### config.mk
export PLATFORM = sky130hd
export DESIGN_NAME = gpr_write_arbiter
export DESIGN_NICKNAME = d
export VERILOG_FILES = /design/src/rtl/gpr_write_arbiter_pkg.sv /design/src/rtl/gpr_write_arbiter_wb_fifo.sv /design/src/rtl/gpr_write_arbiter.sv
export SDC_FILE = /design/constraint.sdc
export NUM_CORES = 1
export LEC_CHECK = 0
export BUFFER_PORTS_ARGS = -buffer_cell sky130_fd_sc_hd__buf_2
export CAP_MARGIN = 20
export CORE_AREA = 2 2 169 171
export CTS_CLUSTER_SIZE = 28
export DETAILED_ROUTE_END_ITERATION = 10
export DIE_AREA = 0 0 171 173
export GPL_TIMING_DRIVEN = 1
export HOLD_SLACK_MARGIN = 0.05
export PLACE_DENSITY_LB_ADDON = 0.12
export SLEW_MARGIN = 40
export SYNTH_ARGS = -nofsm -noshare
export SYNTH_HDL_FRONTEND = slang
export SYNTH_SLANG_ARGS = --single-unit
### constraint.sdc
create_clock -name clk -period 6.71 [get_ports clk]
set_input_delay 0 -clock clk [delete_from_list [all_inputs] [get_ports clk]]
set_output_delay 0 -clock clk [all_outputs]
set_load 0.01 [all_outputs]
### src/rtl/gpr_write_arbiter_pkg.sv
// Shared constants for the GPR writeback arbiter: source indices and default widths.
// Latency: none (declarations only).
// Backpressure: none (declarations only).
package gpr_write_arbiter_pkg;

  // Writeback source indices, matching the GPR write-select ordering.
  localparam int SRC_ALU = 0;
  localparam int SRC_MEM = 1;
  localparam int SRC_PC  = 2;
  localparam int SRC_MDU = 3;

  // Default geometry.
  localparam int DEF_NUM_SRC    = 4;
  localparam int DEF_DATA_W     = 32;
  localparam int DEF_REG_AW     = 5;
  localparam int DEF_FIFO_DEPTH = 2;

  // Source index visited at position 'offset' of a round-robin scan that starts
  // just after 'last'.
  function automatic int rr_index(input int last, input int offset, input int n);
    return (last + 1 + offset) % n;
  endfunction

endpackage

### src/rtl/gpr_write_arbiter_wb_fifo.sv
// Per-source writeback queue with count-based full/empty and an associative key lookup.
// Latency: a push is visible at the head the cycle after its edge; a pop removes it on its edge.
// Backpressure: pushes while full and pops while empty are ignored; clr empties it on an edge.
//
// Ports: clk, rst_n (async active-low); clr (synchronous empty); push/push_dat;
//        pop; head_dat (oldest entry); empty/full; query_key -> query_hit
//        (any valid entry whose top KEY_W bits equal query_key).
module wb_fifo #(
  parameter int DEPTH = 2,
  parameter int WIDTH = 37,
  parameter int KEY_W = WIDTH
) (
  input  logic             clk,
  input  logic             rst_n,
  input  logic             clr,
  input  logic             push,
  input  logic [WIDTH-1:0] push_dat,
  input  logic             pop,
  output logic [WIDTH-1:0] head_dat,
  output logic             empty,
  output logic             full,
  input  logic [KEY_W-1:0] query_key,
  output logic             query_hit
);

  localparam int PW = $clog2(DEPTH);
  localparam int CW = $clog2(DEPTH + 1);

  logic [WIDTH-1:0] mem [DEPTH];
  logic [PW-1:0]    wr_ptr;
  logic [PW-1:0]    rd_ptr;
  logic [CW-1:0]    count;
  logic             do_push;
  logic             do_pop;
  logic [PW-1:0]    slot_off;

  assign empty    = (count == '0);
  assign full     = (count == CW'(DEPTH));
  assign do_push  = push && !full;
  assign do_pop   = pop && !empty;
  assign head_dat = mem[rd_ptr];

  // DEPTH is a power of two, so pointers wrap by natural overflow.
  always_ff @(posedge clk or negedge rst_n) begin
    if (!rst_n) begin
      wr_ptr <= '0;
      rd_ptr <= '0;
      count  <= '0;
    end else if (clr) begin
      wr_ptr <= '0;
      rd_ptr <= '0;
      count  <= '0;
    end else begin
      if (do_push) wr_ptr <= wr_ptr + 1'b1;
      if (do_pop)  rd_ptr <= rd_ptr + 1'b1;
      count <= count + CW'(do_push) - CW'(do_pop);
    end
  end

  // Storage needs no reset: validity comes only from count.
  always_ff @(posedge clk) begin
    if (do_push && !clr) mem[wr_ptr] <= push_dat;
  end

  // A slot is live when its distance from the read pointer is below count.
  always_comb begin
    query_hit = 1'b0;
    slot_off  = '0;
    for (int j = 0; j < DEPTH; j++) begin
      slot_off = PW'(j) - rd_ptr;
      if ((CW'(slot_off) < count) && (mem[j][WIDTH-1 -: KEY_W] == query_key))
        query_hit = 1'b1;
    end
  end

endmodule

### src/rtl/gpr_write_arbiter.sv
// Merges per-source GPR writebacks through small queues onto one registered write port.
// Latency: accept at edge N, gpr_we high after edge N+1 when uncontended (one write per cycle).
// Backpressure: src_ready = queue not full and no flush; a pop never frees space in the same cycle.
//
// Ports: clk, rst_n (async active-low); src_valid/src_ready/src_addr/src_data
//        (packed per source, source i at [i*W +: W]); flush; query_addr -> query_hit;
//        gpr_we/gpr_waddr/gpr_wdata (registered write port); busy.
module gpr_write_arbiter
  import gpr_write_arbiter_pkg::*;
#(
  parameter int NUM_SRC    = DEF_NUM_SRC,
  parameter int DATA_W     = DEF_DATA_W,
  parameter int REG_AW     = DEF_REG_AW,
  parameter int FIFO_DEPTH = DEF_FIFO_DEPTH
) (
  input  logic                       clk,
  input  logic                       rst_n,
  input  logic [NUM_SRC-1:0]         src_valid,
  output logic [NUM_SRC-1:0]         src_ready,
  input  logic [NUM_SRC*REG_AW-1:0]  src_addr,
  input  logic [NUM_SRC*DATA_W-1:0]  src_data,
  input  logic                       flush,
  input  logic [REG_AW-1:0]          query_addr,
  output logic                       query_hit,
  output logic                       gpr_we,
  output logic [REG_AW-1:0]          gpr_waddr,
  output logic [DATA_W-1:0]          gpr_wdata,
  output logic                       busy
);

  localparam int ENT_W = REG_AW + DATA_W;
  localparam int SRC_W = (NUM_SRC > 1) ? $clog2(NUM_SRC) : 1;
  localparam logic [SRC_W-1:0] LAST_INIT = SRC_W'(NUM_SRC - 1);

  logic [NUM_SRC-1:0] fifo_empty;
  logic [NUM_SRC-1:0] fifo_full;
  logic [NUM_SRC-1:0] fifo_pop;
  logic [NUM_SRC-1:0] fifo_hit;
  logic [ENT_W-1:0]   head_dat [NUM_SRC];

  logic [SRC_W-1:0]   last_grant;
  logic [SRC_W-1:0]   grant_idx;
  logic               grant_vld;
  logic [ENT_W-1:0]   grant_ent;
  logic [REG_AW-1:0]  grant_addr;
  logic [DATA_W-1:0]  grant_data;

  assign src_ready = ~fifo_full & {NUM_SRC{~flush}};

  for (genvar i = 0; i < NUM_SRC; i++) begin : g_src
    assign fifo_pop[i] = !flush && grant_vld && (grant_idx == SRC_W'(i));

    wb_fifo #(
      .DEPTH (FIFO_DEPTH),
      .WIDTH (ENT_W),
      .KEY_W (REG_AW)
    ) u_fifo (
      .clk       (clk),
      .rst_n     (rst_n),
      .clr       (flush),
      .push      (src_valid[i] && src_ready[i]),
      .push_dat  ({src_addr[i*REG_AW +: REG_AW], src_data[i*DATA_W +: DATA_W]}),
      .pop       (fifo_pop[i]),
      .head_dat  (head_dat[i]),
      .empty     (fifo_empty[i]),
      .full      (fifo_full[i]),
      .query_key (query_addr),
      .query_hit (fifo_hit[i])
    );
  end

  // Scan from the furthest candidate back to the nearest so the nearest
  // non-empty source after last_grant is the one left standing.
  always_comb begin
    grant_vld = 1'b0;
    grant_idx = '0;
    for (int k = NUM_SRC - 1; k >= 0; k--) begin
      if (!fifo_empty[rr_index(int'(last_grant), k, NUM_SRC)]) begin
        grant_vld = 1'b1;
        grant_idx = SRC_W'(rr_index(int'(last_grant), k, NUM_SRC));
      end
    end
  end

  assign grant_ent  = head_dat[grant_idx];
  assign grant_addr = grant_ent[ENT_W-1 -: REG_AW];
  assign grant_data = grant_ent[DATA_W-1:0];

  // Writes to r0 are drained silently and do not advance the round-robin.
  always_ff @(posedge clk or negedge rst_n) begin
    if (!rst_n) begin
      last_grant <= LAST_INIT;
      gpr_we     <= 1'b0;
      gpr_waddr  <= '0;
      gpr_wdata  <= '0;
    end else if (flush) begin
      gpr_we <= 1'b0;
    end else if (grant_vld && (grant_addr != '0)) begin
      gpr_we     <= 1'b1;
      gpr_waddr  <= grant_addr;
      gpr_wdata  <= grant_data;
      last_grant <= grant_idx;
    end else begin
      gpr_we <= 1'b0;
    end
  end

  assign query_hit = (query_addr != '0) &&
                     ((|fifo_hit) || (gpr_we && (gpr_waddr == query_addr)));
  assign busy      = (~&fifo_empty) || gpr_we;

endmodule
==> impl_metrics.env, run 1 <==
export IMPL_cpLargestDelayFamily="simple AND/OR/NAND/NOR gates"
export IMPL_worst_pin_slew_ns=0.841
export IMPL_seq_area_frac_synth_pct=68.3
export IMPL_drv_cap=0
export IMPL_critPathKind="flip-flop to flip-flop"
export IMPL_p_total_w=0.00804
export IMPL_wirelength_mm=36.8
export IMPL_nNetsFinal=1448
export IMPL_synth_seq_cells=352
export IMPL_h_tree_depth=2
export IMPL_rsz0062_at_grt="false"
export IMPL_r2r_end="g_src[3].u_fifo.count[1]$_DFF_PN0_"
export IMPL_setup_viol=0
export IMPL_crit_top_cell="ha_1"
export IMPL_cts_sinks=352
export IMPL_synth_main_ff_cell="edfxtp_1"
export IMPL_maxSlewHeadroom_pct=43.9
export IMPL_vias_per_cell=5.41
export IMPL_cts_resized=0
export IMPL_overflow=0
export IMPL_cp_max_fo=46
export IMPL_cts_tree="yes"
export IMPL_synth_edf_count=296
export IMPL_crit_buf_inv=2
export IMPL_place_congestion=0.852
export IMPL_stdcell_count=1691
export IMPL_die_area_um2=29600
export IMPL_p_per_area_nw_per_um2=413
export IMPL_io_pin_count=204
export IMPL_cp_slowest_cell="dfstp_2"
export IMPL_hold_viol_final=0
export IMPL_ctsRootBufferMaster="clkbuf_16"
export IMPL_routedWlPerCell_um=21.7
export IMPL_synth_top_area_cell="edfxtp_1"
export IMPL_grt_max_degree=57
export IMPL_postSynthCellCount=911
export IMPL_die_height_um=173
export IMPL_cts_clk_slew_worst_paths_ns=0.06
export IMPL_async_flop_share_pct=15.9
export IMPL_post_place_cells=1460
export IMPL_p_leak_nw=7.39
export IMPL_drt_first_pass_iters=5
export IMPL_final_setup_skew_ns=0.0103
export IMPL_syn_avg_cell_area_um2=16.5
export IMPL_cts_max_path_buffers=3
export IMPL_numPortBuffers=203
export IMPL_period_share_pct=52.8
export IMPL_row_count=61
export IMPL_period_needed_ns=3.54
export IMPL_drv_slew=0
export IMPL_yosysUniqueCellTypes=55
export IMPL_synthToLayoutAreaGrowth_pct=29.1
export IMPL_coreArea_um2=27600
export IMPL_ant_nets=0
export IMPL_syn_area_um2=15100
export IMPL_ys_top_cells_by_area="edfxtp_1 59%, mux2i_1 14%, dfrtp_1 9.0%"
export IMPL_grt_pass1_wl_mm=55.1
export IMPL_hold_path_class="primary input to asynchronous set/reset pin"
export IMPL_synth_top_area_share_pct=59.0
export IMPL_start_kind="flip-flop"
export IMPL_die_w_um=171
export IMPL_setup_tns_ns=0
export IMPL_crit_cells=11
export IMPL_clk_latency_ns=0.52
export IMPL_end_kind="flip-flop"
export IMPL_status="complete, no violations"
export IMPL_route_detailed_drc=0
export IMPL_r2r_start="last_grant[1]$_DFFE_PN1P_"
export IMPL_yosys_warnings=0
export IMPL_crit_arrival_ns=3.93
export IMPL_drt_iter0_drc=635
export IMPL_start_util_pct=54.6
export IMPL_ir_drop_mv=0.243
export IMPL_crit_start="last_grant[1]$_DFFE_PN1P_"
export IMPL_rrSetupSlack_ns=3.17
export IMPL_grt_util_all_layers_pct=25.0
export IMPL_reg2reg_depth=11
export IMPL_cts_buffers=38
export IMPL_grt_pass1_vias=9503
export IMPL_cpPeakStageDelay_ns=0.59
export IMPL_worstPathRequired_ns=7.10
export IMPL_drive_gt1_share_pct=27.7
export IMPL_fmax_ghz=0.282
export IMPL_syn_nets=1079
export IMPL_num_vias=9154
export IMPL_dp_hpwl_mm=21.4
export IMPL_path_cells="o21ai_0, o221ai_2, nand2_4, buf_6, nor3_1, ha_1, inv_1, ha_1, xor2_1, xnor2_1, nor2_1"
export IMPL_antenna_found_initial=3
per-layer routing:
layer	GRT usage, %	vias up	routed length [um]
met2	42.9	287	18600
li1	-	4255	-
met4	5.61	0	623
met1	33.7	4560	15600
met3	3.78	52	1970
met5	0	-	0
cell usage in the layout, fill, tap and decap left out, types with 6 or more instances in the layout:
| master | synthesis | final |
|---|---|---|
| mux2_1 | 8 | 8 |
| clkbuf_16 | 0 | 41 |
| xnor2_1 | 27 | 27 |
| inv_1 | 15 | 15 |
| dlygate4sd3_1 | 0 | 158 |
| nor4_1 | 10 | 10 |
| nor2_1 | 18 | 14 |
| nand2_1 | 10 | 9 |
| xor2_1 | 30 | 30 |
| buf_4 | 1 | 15 |
| nand3_1 | 8 | 8 |
| mux2_2 | 38 | 38 |
| a211oi_1 | 8 | 8 |
| a21oi_1 | 18 | 18 |
| clkinv_2 | 0 | 7 |
| buf_2 | 9 | 203 |
| o21ai_0 | 13 | 13 |
| nor2b_1 | 9 | 9 |
| clkbuf_1 | 30 | 7 |
| bufinv_16 | 0 | 6 |
| dfrtp_1 | 54 | 50 |
| ha_1 | 8 | 8 |
| nor3_1 | 7 | 7 |
| mux2_4 | 20 | 20 |
| edfxtp_1 | 296 | 296 |
| mux2i_1 | 208 | 208 |
how the worst max path moves through the flow:
stage / to / slack [ns]
3_3_place_gp: g_src[3].u_fifo.count[1]$_DFF_PN0_ / 2.72
3_5_place_dp: g_src[3].u_fifo.count[1]$_DFF_PN0_ / 2.98
5_1_grt: g_src[3].u_fifo.count[1]$_DFF_PN0_ / 2.85
6_report: g_src[3].u_fifo.count[1]$_DFF_PN0_ / 3.17
2_1_floorplan: g_src[2].u_fifo.mem[0][0]$_DFFE_PP_ / 3.65
4_1_cts: g_src[3].u_fifo.count[1]$_DFF_PN0_ / 2.98
power breakdown:
group	total, W	switching (W)	internal, W
combinational	0.00287	0.00147	0.00140
sequential	0.00296	0.000246	0.00271
clock	0.00222	0.000832	0.00139
total	0.00804	0.00255	0.00549
registers in the layout (all words and copies together) (netlist names):
register / flops
g_src.u_fifo.mem: 296
gpr_wdata: 32
g_src.u_fifo.count: 8
gpr_waddr: 5
g_src.u_fifo.rd_ptr: 4
g_src.u_fifo.wr_ptr: 4
last_grant: 2
gpr_we: 1
cell type report:
type | instances | area [um^2]
well taps | 378 | 473
clock inverters | 18 | 238
fillers | 1906 | 8160
inverters | 15 | 56.3
multi-input cells | 495 | 4550
diodes | 3 | 7.51
repair buffers | 378 | 2730
flip-flops and latches | 352 | 10300
clock buffers | 52 | 1110
repair_timing:
action / in CTS / in global routing
endpoints found under the setup margin: 0 / 0
endpoints found under the hold margin: 378 / 0
hold buffers: 158 / 0
buffers inserted: 0 / 0
synthesized netlist by cell type (2+ instances only):
cell type  instances
edfxtp_1         296
mux2i_1          208
dfrtp_1           54
mux2_2            38
clkbuf_1          30
xor2_1            30
xnor2_1           27
mux2_4            20
a21oi_1           18
nor2_1            18
inv_1             15
o21ai_0           13
nand2_1           10
nor4_1            10
buf_2              9
nor2b_1            9
a211oi_1           8
and3_1             8
ha_1               8
mux2_1             8
nand3_1            8
nor3_1             7
buf_1              4
buf_6              4
nand3b_1           4
a31oi_1            3
o21bai_1           3
o2bb2ai_1          3
o32ai_1            3
a221oi_1           2
a311oi_1           2
a311oi_2           2
dfstp_2            2
nand2b_1           2
nor3b_1            2
o2111ai_1          2
o21ba_2            2
o41ai_1            2
stage by stage:
stage	area (um^2)	hold slack [ns]	setup slack, ns	util (%)
after floorplan	15100	-0.296	3.65	-
after global placement	16500	0.187	2.72	59.8
after detailed placement	16500	0.147	2.98	59.8
after CTS	19500	0.135	2.98	70.4
after global routing	19500	0.174	2.85	70.5
final	19500	0.114	3.17	70.5
worst reg2reg max path, stage by stage (launching register included):
cell      delay [ns]
dfstp_2         0.59
o21ai_0         0.20
o221ai_2        0.55
nand2_4         0.45
buf_6           0.43
nor3_1          0.34
ha_1            0.29
inv_1           0.06
ha_1            0.15
xor2_1          0.17
xnor2_1         0.13
nor2_1          0.05
cells by family (layout without fill, tap and decap cells):
family | after synthesis | after routing | synth area share [%]
DFF | 352 | 352 | 68.3
muxes | 274 | 274 | 19.2
and+or+nand+nor | 84 | 84 | 3.04
AOI/OAI and AO/OA | 72 | 72 | 3.57
buffers and inverters | 64 | 463 | 1.90
xor gates and xnor gates | 57 | 57 | 3.31
adders and majority gates | 8 | 8 | 0.664
other | 0 | 3 | 0
Note: power is estimated with default switching activity, not from simulation.
==> run 2: changes to the inputs <==
Settings changed: CORE_AREA 2 2 169 171 to 2 2 174 176, DIE_AREA 0 0 171 173 to 0 0 176 178.
Clock period 6.71 ns to 3 ns, I/O delays scaled along.
==> run 2 against run 1 <==
- sequential cell count unchanged
- sequential power rose by 120%
- wire length is 0.42% higher
- design area up 0.15%
- register-to-register slack worse by 3.1 ns
- maximum frequency is 22% higher
- first-iteration DRC count decreased by 21%
- critical path depth fell by 4
- critical endpoint is now gpr_wdata[1]$_DFFE_PN0P_
==> impl_metrics.env, run 2 (synthesis results as in run 1) <==
export IMPL_ctsRootBufferMaster="clkbuf_16"
export IMPL_drt_iter0_drc=504
export IMPL_whs_endpoint="g_src[3].u_fifo.mem[1][18]$_DFFE_PP_"
export IMPL_maxSlewHeadroom_pct=50.0
export IMPL_p_per_area_nw_per_um2=903
export IMPL_drt_first_pass_iters=5
export IMPL_critPathKind="flip-flop to flip-flop"
export IMPL_vias_per_cell=5.34
export IMPL_antenna_found_initial=2
export IMPL_gr_max_usage_layer="met2"
export IMPL_place_congestion=0.858
export IMPL_cts_clk_slew_worst_paths_ns=0.06
export IMPL_final_common_cell="edfxtp_1"
export IMPL_reg_top3="g_src.u_fifo.mem: 296 flops, gpr_wdata: 32 flops, g_src.u_fifo.count: 8 flops"
export IMPL_drv_slew=0
export IMPL_p_comb_share_pct=38.6
export IMPL_use_met1_pct=30.6
export IMPL_drv_cap=0
export IMPL_synthToLayoutAreaGrowth_pct=29.3
export IMPL_die_w_um=176
export IMPL_p_leak_nw=7.41
export IMPL_ir_drop_mv=0.575
export IMPL_hold_viol_final=0
export IMPL_finish_utilization_pct=66.3
export IMPL_fmax_ghz=0.343
export IMPL_met2_usage_pct=42.4
export IMPL_wirelength_mm=36.9
export IMPL_period_share_pct=97.1
export IMPL_route_detailed_drc=0
export IMPL_largest_reg_flops=296
export IMPL_clk_latency_ns=0.51
export IMPL_whs_ns=0.205
export IMPL_numPortBuffers=203
export IMPL_largest_register="g_src.u_fifo.mem"
export IMPL_io_pin_count=204
export IMPL_start_kind="flip-flop"
export IMPL_start_util_pct=51.3
export IMPL_hold_path_class="primary input to flip-flop"
export IMPL_worst_pin_slew_ns=0.751
export IMPL_setup_viol=0
export IMPL_routedWlPerCell_um=21.5
export IMPL_met3_usage_pct=4.16
export IMPL_die_area_um2=31300
export IMPL_post_place_cells=1493
export IMPL_grt_pass1_vias=9714
export IMPL_overflow=0
export IMPL_rsz0062_at_grt="true"
export IMPL_p_total_w=0.0176
export IMPL_grt_max_degree=39
export IMPL_cts_max_path_buffers=3
export IMPL_cts_buffers=38
export IMPL_ant_nets=0
export IMPL_num_vias=9187
export IMPL_die_height_um=178
export IMPL_p_switching_w=0.00570
export IMPL_drive_gt1_share_pct=28.0
export IMPL_coreArea_um2=29400
export IMPL_worstHoldPathCells=2
export IMPL_grt_util_all_layers_pct=23.9
export IMPL_worstPathRequired_ns=3.39
export IMPL_worstHoldStart="src_data[114]"
export IMPL_row_count=63
export IMPL_status="complete, no violations"
export IMPL_cts_tree="yes"
export IMPL_p_int_w=0.0119
export IMPL_seqPwrFrac_pct=37.0
export IMPL_cts_sinks=352
export IMPL_cp_max_fo=18
export IMPL_grt_pass1_wl_mm=56.1
export IMPL_crit_arrival_ns=3.30
export IMPL_stdcell_count=1719
export IMPL_final_cell_mix="296 x edfxtp_1, 208 x mux2i_1, 202 x buf_2, 155 x dlygate4sd3_1, 50 x dfrtp_1"
export IMPL_clkPwrFrac_pct=24.3
export IMPL_period_needed_ns=2.91
export IMPL_sw_frac_of_total_pct=32.3
export IMPL_r2r_start="g_src[1].u_fifo.count[0]$_DFF_PN0_"
export IMPL_nNetsFinal=1467
export IMPL_final_setup_skew_ns=0.0133
export IMPL_dp_hpwl_mm=23.9
export IMPL_rrSetupSlack_ns=0.09
export IMPL_r2r_end="gpr_wdata[1]$_DFFE_PN0P_"
export IMPL_n_fill_cell=2025
export IMPL_h_tree_depth=2
export IMPL_end_kind="flip-flop"
export IMPL_reg2reg_depth=7
run 2: repair_timing:
| action | CTS | global route |
|---|---|---|
| setup buffers | 0 | 0 |
| resized for setup | 1 | 4 |
| endpoints found under the hold margin | 368 | 0 |
| setup endpoints to repair | 1 | 36 |
| hold buffers | 156 | 0 |
run 2: layer usage:
layer / share of wire, % / up-vias
met4: 2.3 / 0
met3: 4.7 / 63
met2: 51 / 260
li1: - / 4298
met1: 42 / 4566
met5: 0 / -
run 2: worst max-delay path by stage:
stage | startpoint | endpoint | cells after the start
3_3_place_gp | last_grant[0]$_DFFE_PN1P_ | gpr_wdata[23]$_DFFE_PN0P_ | 7
4_1_cts | g_src[1].u_fifo.count[0]$_DFF_PN0_ | gpr_wdata[1]$_DFFE_PN0P_ | 7
5_1_grt | g_src[1].u_fifo.count[0]$_DFF_PN0_ | gpr_wdata[30]$_DFFE_PN0P_ | 7
6_report | g_src[1].u_fifo.count[0]$_DFF_PN0_ | gpr_wdata[1]$_DFFE_PN0P_ | 7
2_1_floorplan | g_src[3].u_fifo.count[1]$_DFF_PN0_ | g_src[0].u_fifo.count[1]$_DFF_PN0_ | 13
3_5_place_dp | g_src[1].u_fifo.count[0]$_DFF_PN0_ | gpr_wdata[30]$_DFFE_PN0P_ | 7
run 2: cell type report:
cell class / count / area, um^2 / area share [%]
flip-flops and latches: 352 / 10300 / 52.8
multi-input cells: 495 / 4550 / 23.3
repair buffers: 397 / 2960 / 15.2
clock buffers: 57 / 1060 / 5.46
well taps: 390 / 488 / 2.50
clock inverters: 11 / 75.1 / 0.385
inverters: 15 / 56.3 / 0.289
diodes: 2 / 5.00 / 0.0257
run 2: power by group through the flow:
stage               Clock [W]  Combinational (W)  Sequential, W
global route          0.00457            0.00735        0.00659
global placement            0            0.00654        0.00660
finish                0.00429            0.00680        0.00652
CTS                   0.00437            0.00682        0.00653
floorplan                   0            0.00467        0.00655
detailed placement          0            0.00665        0.00661
run 2: through the flow:
step	setup TNS, ns	cell area, um^2	worst slack [ns]
5_1_grt	-0.0851	19500	-0.0214
6_report	0	19500	0.0882
4_1_cts	0	19500	0.0376
3_5_place_dp	0	16800	0.00119
2_1_floorplan	0	15100	0.0304
3_3_place_gp	0	16800	0.0442
run 2: critical path: stages, from the launching register on:
cell and delay, ns:
dfrtp_1 0.44, or4_4 0.60, o221a_4 0.16, nor2_4 0.24
a311oi_2 0.21, o41ai_4 0.45, buf_6 0.32, mux2_2 0.37
==> run 3: changes to the inputs <==
Settings changed: CORE_AREA 2 2 174 176 to 2 2 200 202, DIE_AREA 0 0 176 178 to 0 0 202 204.
==> run 3 against run 2 <==
- maximum frequency grew 0.12%
- hold slack worse by 0.14 ns
- largest cell class unchanged
- design area is 1.6% higher
- setup slack improved by 0.0034 ns
- sequential power about the same
- combinational power is 0.7% lower
- highest routed layer unchanged
- register-to-register slack about the same
- critical path depth did not move
- sequential cell count unchanged
- sequential share of layout area fell by 0.81 points
- critical endpoint is now gpr_wdata[28]$_DFFE_PN0P_
==> impl_metrics.env, run 3 (synthesis results as in run 1) <==
export IMPL_status="complete, no violations"
export IMPL_synthToLayoutAreaGrowth_pct=31.3
export IMPL_drt_first_pass_iters=5
export IMPL_cts_buffers=40
export IMPL_worstPathRequired_ns=3.43
export IMPL_hold_viol_final=0
export IMPL_ctsRootBufferMaster="clkbuf_16"
export IMPL_cts_clk_slew_worst_paths_ns=0.07
export IMPL_start_kind="flip-flop"
export IMPL_p_int_w=0.0121
export IMPL_hold_path_class="primary input to asynchronous set/reset pin"
export IMPL_critPathKind="flip-flop to flip-flop"
export IMPL_seqPwrFrac_pct=36.3
export IMPL_ir_drop_mv=0.520
export IMPL_routedWlPerCell_um=20.9
export IMPL_n_fill_cell=3375
export IMPL_path_cells="or4_4, o221a_4, nor2_4, a311oi_1, o41ai_4, buf_4, mux2_1"
export IMPL_coreArea_um2=39200
export IMPL_period_share_pct=96.9
export IMPL_setup_viol=0
export IMPL_largest_register="g_src.u_fifo.mem"
export IMPL_p_comb_share_pct=37.5
export IMPL_cts_tree="yes"
export IMPL_fmax_ghz=0.344
export IMPL_start_util_pct=38.5
export IMPL_route_detailed_drc=0
export IMPL_cp_max_fo=18
export IMPL_grt_max_degree=43
export IMPL_h_tree_depth=2
export IMPL_die_w_um=202
export IMPL_place_congestion=0.848
export IMPL_die_height_um=204
export IMPL_cts_max_path_buffers=3
export IMPL_cp_slowest_cell="or4_4"
export IMPL_setup_ws_ns=0.0916
export IMPL_worst_pin_slew_ns=0.754
export IMPL_drv_slew=0
export IMPL_cpPeakStageDelay_ns=0.60
export IMPL_num_vias=9028
export IMPL_ant_nets=0
export IMPL_grt_pass1_wl_mm=58.3
export IMPL_grt_pass1_vias=9506
export IMPL_place_ws_ns=0.0411
export IMPL_vias_per_cell=4.84
export IMPL_cts_sinks=352
export IMPL_p_switching_w=0.00584
export IMPL_largest_reg_flops=296
export IMPL_numPortBuffers=203
export IMPL_clk_latency_ns=0.56
export IMPL_maxSlewHeadroom_pct=49.7
export IMPL_end_kind="flip-flop"
export IMPL_io_pin_count=204
export IMPL_p_leak_nw=7.50
export IMPL_row_count=73
export IMPL_crit_arrival_ns=3.34
export IMPL_rsz0062_at_grt="true"
export IMPL_reg_top3="g_src.u_fifo.mem: 296 flops, gpr_wdata: 32 flops, g_src.u_fifo.count: 8 flops"
export IMPL_final_setup_skew_ns=0.0166
export IMPL_antenna_found_initial=2
export IMPL_period_needed_ns=2.91
export IMPL_dp_hpwl_mm=25.0
export IMPL_finish_utilization_pct=50.5
export IMPL_drv_cap=0
export IMPL_sw_frac_of_total_pct=32.5
export IMPL_wirelength_mm=38.9
export IMPL_drt_iter0_drc=505
export IMPL_final_cell_mix="296 x edfxtp_1, 208 x mux2i_1, 204 x buf_2, 158 x dlygate4sd3_1, 50 x dfrtp_1"
export IMPL_nNetsFinal=1474
export IMPL_cts_setup_buffers=0
export IMPL_drive_gt1_share_pct=28.8
export IMPL_final_common_cell="edfxtp_1"
export IMPL_p_per_area_nw_per_um2=909
export IMPL_clkPwrFrac_pct=26.2
export IMPL_die_area_um2=41200
export IMPL_grt_util_all_layers_pct=19.2
export IMPL_overflow=0
==> run 3: cell types whose count changed in the layout (fill, tap and decap cells not counted), moves of 3 or more <==
cell / change
clkinv_1: -3
clkbuf_1: -4
clkinv_2: +7
buf_4: +3
dlygate4sd3_1: +3
==> run 3: final cells by class <==
type | instances | area, um^2 | area share (%)
antenna | 2 | 5.00 | 0.0253
clock buffer | 56 | 1110 | 5.62
clock inverter | 18 | 145 | 0.733
inverter | 15 | 56.3 | 0.284
multi-input combinational | 495 | 4550 | 23.0
sequential | 352 | 10300 | 52.0
tap | 525 | 657 | 3.32
timing repair buffer | 402 | 2980 | 15.0
==> run 3: stage by stage <==
stage                     instance area (um^2)  TNS (ns)  hold WS (ns)  cells  total power [W]
after floorplan                          15100         0        -0.296    911           0.0112
after global placement                   16900         0        0.0104   1630           0.0132
after detailed placement                 16900         0        0.0166   1630           0.0133
after CTS                                19800         0        0.0543   1863           0.0182
after global routing                     19800   -0.0636        0.0695   1864           0.0190
final                                    19800         0        0.0634   1865           0.0180
==> run 3: worst max-delay path, delay by kind of cell (launching register included) <==
| family | cells | cell delay [ns] |
|---|---|---|
| DFF | 1 | 0.45 |
| and+or+nand+nor | 2 | 0.77 |
| AOI/OAI and AO/OA | 3 | 0.79 |
| buffers and inverters | 1 | 0.41 |
| muxes | 1 | 0.36 |
==> run 3: final timing paths <==
check,startpoint,to,slack [ns],cells past startpoint
max in group asynchronous,rst_n,g_src[0].u_fifo.rd_ptr$_DFFE_PN0P_,2.49,3
worst min register to register,gpr_wdata[24]$_DFFE_PN0P_,gpr_wdata[24]$_DFFE_PN0P_,0.50,1
worst max-delay path,g_src[1].u_fifo.count[0]$_DFF_PN0_,gpr_wdata[28]$_DFFE_PN0P_,0.09,7
worst min-delay path,rst_n,g_src[3].u_fifo.count[1]$_DFF_PN0_,0.06,3
min in group clk,src_data[43],g_src[1].u_fifo.mem[1][11]$_DFFE_PP_,0.16,2
worst max register to register,g_src[1].u_fifo.count[0]$_DFF_PN0_,gpr_wdata[28]$_DFFE_PN0P_,0.09,7
==> run 3: what timing repair did <==
| item | 4_1_cts | 5_1_grt |
|---|---|---|
| setup endpoints to repair | 0 | 22 |
| gates resized for setup | 0 | 2 |
| hold buffers | 159 | 0 |
| hold endpoints to repair | 372 | 0 |
==> run 3: power groups by stage <==
stage / combinational [W] / clock (W) / sequential, W
2_1_floorplan: 0.00467 / 0 / 0.00655
3_3_place_gp: 0.00658 / 0 / 0.00664
3_5_place_dp: 0.00668 / 0 / 0.00662
4_1_cts: 0.00686 / 0.00485 / 0.00654
5_1_grt: 0.00730 / 0.00506 / 0.00661
6_report: 0.00675 / 0.00471 / 0.00653
==> run 3: metal layers <==
metal / GRT usage (%) / share of wire, % / vias to the layer above / routed length (um)
met5: 0 / 0 / - / 0
met4: 5.54 / 2.0 / 0 / 778
met3: 3.36 / 4.2 / 48 / 1630
met2: 32.7 / 49 / 209 / 19100
met1: 25.1 / 45 / 4467 / 17400
li1: - / - / 4304 / -
